==> src/rtl/divq_stream_divider.sv <==
// divq_stream_divider
// Streams N source coefficients through a 13-step restoring divider by Q and
// writes each quotient to the quotient RAM at the coefficient's own index.
// One coefficient costs 15 cycles: FETCH, 13 x DIV, WRITE.
// Optional feature macro: DIVQ_REM_OUT_EN adds rem_we/rem_data, which export
// x mod Q alongside every quotient write.
module divq_stream_divider #(
    parameter int Q             = 4591,
    parameter int IN_WIDTH      = 26,
    parameter int RAM_WIDTH     = 13,
    parameter int RAM_ADDR_BITS = 11
) (
    input  logic                     clk,
    input  logic                     rst_n,
    input  logic                     start,
    input  logic [RAM_ADDR_BITS:0]   count,
    output logic [RAM_ADDR_BITS-1:0] src_addr,
    input  logic [IN_WIDTH-1:0]      src_data,
    output logic                     write_enable,
    output logic [RAM_ADDR_BITS-1:0] write_address,
    output logic [RAM_WIDTH-1:0]     input_data,
    output logic                     busy,
    output logic                     done,
`ifdef DIVQ_REM_OUT_EN
    output logic                     ovf,
    output logic                     rem_we,
    output logic [RAM_WIDTH-1:0]     rem_data
`else
    output logic                     ovf
`endif
);

    // The datapath is one bit wider than the source so that the running
    // remainder and the shifted divisor never overflow during a step.
    localparam int DW     = IN_WIDTH + 1;
    localparam int STEP_W = $clog2(RAM_WIDTH);

    localparam logic [DW-1:0]            Q_EXT     = DW'(Q);
    localparam logic [DW-1:0]            SAT_LIMIT = Q_EXT << RAM_WIDTH;
    localparam logic [RAM_ADDR_BITS:0]   MAX_COUNT = {1'b1, {RAM_ADDR_BITS{1'b0}}};
    localparam logic [STEP_W-1:0]        TOP_STEP  = STEP_W'(RAM_WIDTH - 1);

    typedef enum logic [2:0] {
        IDLE  = 3'd0,
        FETCH = 3'd1,
        DIV   = 3'd2,
        WRITE = 3'd3,
        DONE  = 3'd4
    } state_t;

    state_t                   state_q, state_d;
    logic [RAM_ADDR_BITS-1:0] idx_q, idx_d;
    logic [RAM_ADDR_BITS:0]   count_q, count_d;
    logic [DW-1:0]            rem_q, rem_d;
    logic [RAM_WIDTH-1:0]     quot_q, quot_d;
    logic [STEP_W-1:0]        step_q, step_d;
    logic                     sat_q, sat_d;
    logic                     ovf_q, ovf_d;

    logic [DW-1:0]            divisor_shift;
    logic [DW-1:0]            trial_diff;
    logic                     trial_ge;
    logic [DW-1:0]            src_ext;

    // State and datapath registers; reset aborts any run on the spot.
    always_ff @(posedge clk) begin
        if (!rst_n) begin
            state_q <= IDLE;
            idx_q   <= '0;
            count_q <= '0;
            rem_q   <= '0;
            quot_q  <= '0;
            step_q  <= '0;
            sat_q   <= 1'b0;
            ovf_q   <= 1'b0;
        end else begin
            state_q <= state_d;
            idx_q   <= idx_d;
            count_q <= count_d;
            rem_q   <= rem_d;
            quot_q  <= quot_d;
            step_q  <= step_d;
            sat_q   <= sat_d;
            ovf_q   <= ovf_d;
        end
    end

    // Next-state logic plus one restoring-division step per DIV cycle.
    always_comb begin
        state_d = state_q;
        idx_d   = idx_q;
        count_d = count_q;
        rem_d   = rem_q;
        quot_d  = quot_q;
        step_d  = step_q;
        sat_d   = sat_q;
        ovf_d   = ovf_q;

        src_ext       = DW'(src_data);
        divisor_shift = Q_EXT << step_q;
        trial_ge      = (rem_q >= divisor_shift);
        trial_diff    = rem_q - divisor_shift;

        case (state_q)
            IDLE: begin
                if (start) begin
                    count_d = (count > MAX_COUNT) ? MAX_COUNT : count;
                    idx_d   = '0;
                    ovf_d   = 1'b0;
                    sat_d   = 1'b0;
                    rem_d   = '0;
                    quot_d  = '0;
                    state_d = (count == '0) ? DONE : FETCH;
                end
            end
            FETCH: begin
                rem_d  = src_ext;
                quot_d = '0;
                step_d = TOP_STEP;
                if (src_ext >= SAT_LIMIT) begin
                    sat_d = 1'b1;
                    ovf_d = 1'b1;
                end else begin
                    sat_d = 1'b0;
                end
                state_d = DIV;
            end
            DIV: begin
                if (trial_ge) begin
                    rem_d = trial_diff;
                end
                quot_d = {quot_q[RAM_WIDTH-2:0], trial_ge};
                if (step_q == '0) begin
                    state_d = WRITE;
                end else begin
                    step_d = step_q - 1'b1;
                end
            end
            WRITE: begin
                if ({1'b0, idx_q} == (count_q - 1'b1)) begin
                    state_d = DONE;
                end else begin
                    idx_d   = idx_q + 1'b1;
                    state_d = FETCH;
                end
            end
            DONE: begin
                state_d = IDLE;
            end
            default: begin
                state_d = IDLE;
            end
        endcase
    end

    // All outputs decode directly from registers, so they are glitch-free
    // and read as zero straight after reset.
    assign src_addr      = idx_q;
    assign write_enable  = (state_q == WRITE);
    assign write_address = idx_q;
    assign input_data    = sat_q ? {RAM_WIDTH{1'b1}} : quot_q;
    assign busy          = (state_q == FETCH) || (state_q == DIV) || (state_q == WRITE);
    assign done          = (state_q == DONE);
    assign ovf           = ovf_q;

`ifdef DIVQ_REM_OUT_EN
    // The final remainder is below Q, so its low RAM_WIDTH bits hold it whole.
    assign rem_we   = (state_q == WRITE);
    assign rem_data = sat_q ? '0 : rem_q[RAM_WIDTH-1:0];
`endif

endmodule
==> config.mk <==
export PLATFORM = sky130hd
export DESIGN_NAME = divq_stream_divider
export DESIGN_NICKNAME = d
export VERILOG_FILES = /design/src/rtl/divq_stream_divider.sv
export SDC_FILE = /design/constraint.sdc
export NUM_CORES = 1
export LEC_CHECK = 0
export BUFFER_PORTS_ARGS = -buffer_cell sky130_fd_sc_hd__buf_2
export CAP_MARGIN = 10
export CELL_PAD_IN_SITES_DETAIL_PLACEMENT = 0
export CELL_PAD_IN_SITES_GLOBAL_PLACEMENT = 2
export CORE_ASPECT_RATIO = 0.75
export CORE_MARGIN = 2
export CORE_UTILIZATION = 34
export DETAILED_ROUTE_END_ITERATION = 8
export MAX_ROUTING_LAYER = met4
export PLACE_DENSITY = 0.87
export SETUP_SLACK_MARGIN = 0.5
export SYNTH_ARGS = -nofsm -noshare
export SYNTH_HDL_FRONTEND = slang
export SYNTH_SLANG_ARGS = --single-unit
==> constraint.sdc <==
create_clock -name clk -period 4.5 [get_ports clk]
set_input_delay 0 -clock clk [delete_from_list [all_inputs] [get_ports clk]]
set_output_delay 0 -clock clk [all_outputs]
set_load 0.05 [all_outputs]
==> summary.md <==
| Metric | Value |
|---|---|
| Outcome | completed |
| Avg WL per Cell | 17.7 um |
| Vias/cell | 5.54 |
| Pwr Density | between 600 and 700 nW/um^2 |
| Sequential share of the synthesized area | 0.235 |
| Clk_skew | 10.9 ps |
| Ys async rst share | 0 |
| CTS max path bufs | 2 |
| Share of cells above drive strength 1 | 0.189 |
| GR peak layer | met1 |
| Global routing usage on met1 | 0.318 |
| Critical Path Start | step_q[0] |
| Worst-path maximum fanout | 18 |
| Final setup viols | 0 |
| Least-Margin Pin Slew | roughly 1200 ps |
| # diodes | 0 |
| Register bit count reported by yosys | 72 |
| Post-route ant nets | 0 |
| Fin util | 0.406 |
| Rows | 42 |
| Distinct cells, synth | 76 |
| Worst Hold Class | in2reg |
| Vias | 6,139 |
| Die area | roughly 19,000 sq um |
| Detailed Routing Iterations Pass 1 | 5 |
| Worst skew pair latency | approximately 350 ps |
| Met3 GRT Util | 0.0443 |
| First-pass GRT wire length | between 30,000 and 40,000 um |
| IO buf count | 79 |
| Die Ht | between 100 and 150 um |
| Clk root buf | clkbuf_16 |
| Crit path required time | roughly 4800 ps |
| Die Span X | about 160 um |
| Vias in the first global route | approximately 5,400 |
| Max-cap violations | 0 |
| DP Wirelength | between 10,000 and 15,000 um |
| Total Nets Final | around 950 |
| Sequential Area | 1440 sq um |
| Post-Syn Area per Cell | roughly 7.6 sq um |
| Synth Net Count | between 800 and 900 |
| Layout overhead on the synthesized area | 16.9% |
| Power Total | around 5 mW |
| Commonest cells post-synth | 96 x nand2_1, 72 x dfxtp_1, 63 x nor2_1 |
| Top cell type's share of synthesized area | 0.235 |
| CTS tree | built |
| R2R Path End | rem_q[3] |
| Total track usage | 0.210 |
| EDFF count, synth | 0 |
| Clk pin slew, worst setup/hold paths | about 70 ps |
| Tmin final | roughly 3700 ps |
| Critical path class | reg2reg |
| Synth Cell Area | roughly 6100 sq um |
| Reg2reg path depth | 13 |
| Filler instances | 1,868 |
| Clock Sinks | 72 |
| P_leak | 3.02 nW |
| Primary FF master, synth | dfxtp_1 |
| Arr. time, crit path | just under 4000 ps |
| Synth area leader | dfxtp_1 |
| CP Launch Type | register |
| Drt initial violations | roughly 600 |
| Cells after Synth | ~800 |
| Gpl congestion | roughly 0.88 |
| Pin count of the biggest net entering global routing | 50 |
| Maximum VDD drop | 286 uV |
| R2r setup slk | around 790 ps |
| Core box area | approximately 18,000 sq um |
| Grt total ovfl | 0 |
| Detailed Route WL | 19,600 um |
| CP Capture Point | rem_q[3] |
| Initial Util | 0.347 |
| Final Hold Vio Count | 0 |
| H-tree levels | 3 |
| Reg-to-Reg Start | step_q[0] |
| Antenna violations before repair | 0 |
| Setup_tns | 0 ps |
| I/O pin count | 80 |
| Max-slew violations | 0 |
| Drt drc | 0 |
| Multi-input gate area | around 4300 sq um |
| Final hold slack | 12.0 ps |
| Met2 usage | 0.281 |
| Most common cell in the netlist | nand2_1 |
| CTS buffer count | 9 |
| RSZ-0062 raised after global routing | no |
| Synth top area cells | dfxtp_1 24%, ha_1 8.8%, nand2_1 5.9%, mux2i_1 5.1%, o21ai_0 4.2% |
| Share of the clock period used by the worst path | 0.825 |
| Slew headroom | 0.216 |
| Critical Path Sink Type | register |
| Ys Warns | 0 |
| Fmax | between 200 and 300 MHz |
-- metal layers --
| metal | wire length [um] | share of wire |
|---|---|---|
| met1 | 10300 | 0.53 |
| met2 | 7700 | 0.39 |
| met3 | 1340 | 0.068 |
| met5 | 0 | 0 |
| met4 | 210 | 0.011 |
-- critical path: stages (launching register included) --
cell and delay (ps):
dfxtp_2 400, inv_1 130, ha_1 230, mux2_2 270, or2_2 300, ha_1 330, a21o_1 210, a221oi_4 350
a21oi_1 210, o211ai_1 240, nand3b_1 280, o21ai_2 260, buf_12 210, mux2i_1 200
-- logic make-up after synthesis --
family,synth area share
DFF,0.235
muxes,0.0579
buffers and inverters,0.0620
xor gates and xnor gates,0.0294
and+or+nand+nor,0.258
adders and majority gates,0.0910
AOI/OAI and AO/OA,0.266
-- metrics by stage --
stage,std cells,setup WS [ps],instance area [sq um]
final,1108,789,7170
after floorplan,804,703,6130
after global routing,1108,512,7170
after CTS,1106,520,7130
after global placement,1075,438,6660
after detailed placement,1075,342,6660
-- cell usage in the layout, fill, tap and decap left out, drive strengths merged, types with 6 or more instances in the layout --
| master | count |
|---|---|
| xnor2 | 10 |
| or4 | 7 |
| a21o | 11 |
| a22o | 10 |
| nor4 | 10 |
| nor2b | 13 |
| o41ai | 6 |
| a22oi | 17 |
| ha | 43 |
| nand2b | 7 |
| or3 | 20 |
| nor2 | 63 |
| mux2i | 31 |
| o31ai | 14 |
| inv | 20 |
| nor3 | 13 |
| and3 | 7 |
| and2 | 10 |
| nand4 | 15 |
| nand3 | 18 |
| nor3b | 6 |
| a21oi | 50 |
| dfxtp | 72 |
| o211ai | 11 |
| or2 | 18 |
| buf | 95 |
| clkbuf | 9 |
| xor2 | 8 |
| dlygate4sd3 | 15 |
| o21ai | 54 |
| nand2 | 96 |
-- where the power goes --
part	leakage, nW	internal, mW	switching (mW)
clock	0.156	0.487	0.308
combinational	2.28	1.23	1.96
sequential	0.586	0.749	0.143
total	3.02	2.47	2.41
-- layout make-up --
class / count / area share
Clock inverter: 7 / 0.0133
Tap cell: 242 / 0.0422
Inverter: 21 / 0.0115
Clock buffer: 9 / 0.0314
Multi-Input combinational cell: 647 / 0.606
Timing Repair Buffer: 110 / 0.0946
Sequential cell: 72 / 0.201
-- state kept, by name, summed over array words and instances (netlist names) --
register / cells
sat_q: 1
ovf: 1
src_addr: 11
rem_q: 27
count_q: 12
state_q: 3
step_q: 4
quot_q: 13
-- repair_timing --
item,CTS,global route
hold buffers,15,0
endpoints found under the hold margin,15,0
buffers inserted,0,2
setup endpoints to repair,21,28
resized for setup,1,5
-- worst min path at each step --
stage                       from          to  cells after the start
floorplan               count[0]  count_q[0]                      2
global placement        count[4]  count_q[4]                      2
detailed placement      count[4]  count_q[4]                      2
CTS                 src_data[17]   rem_q[17]                      3
global route         src_data[8]    rem_q[8]                      5
finish              src_data[17]   rem_q[17]                      3
Power figures use the tool's default switching activity.
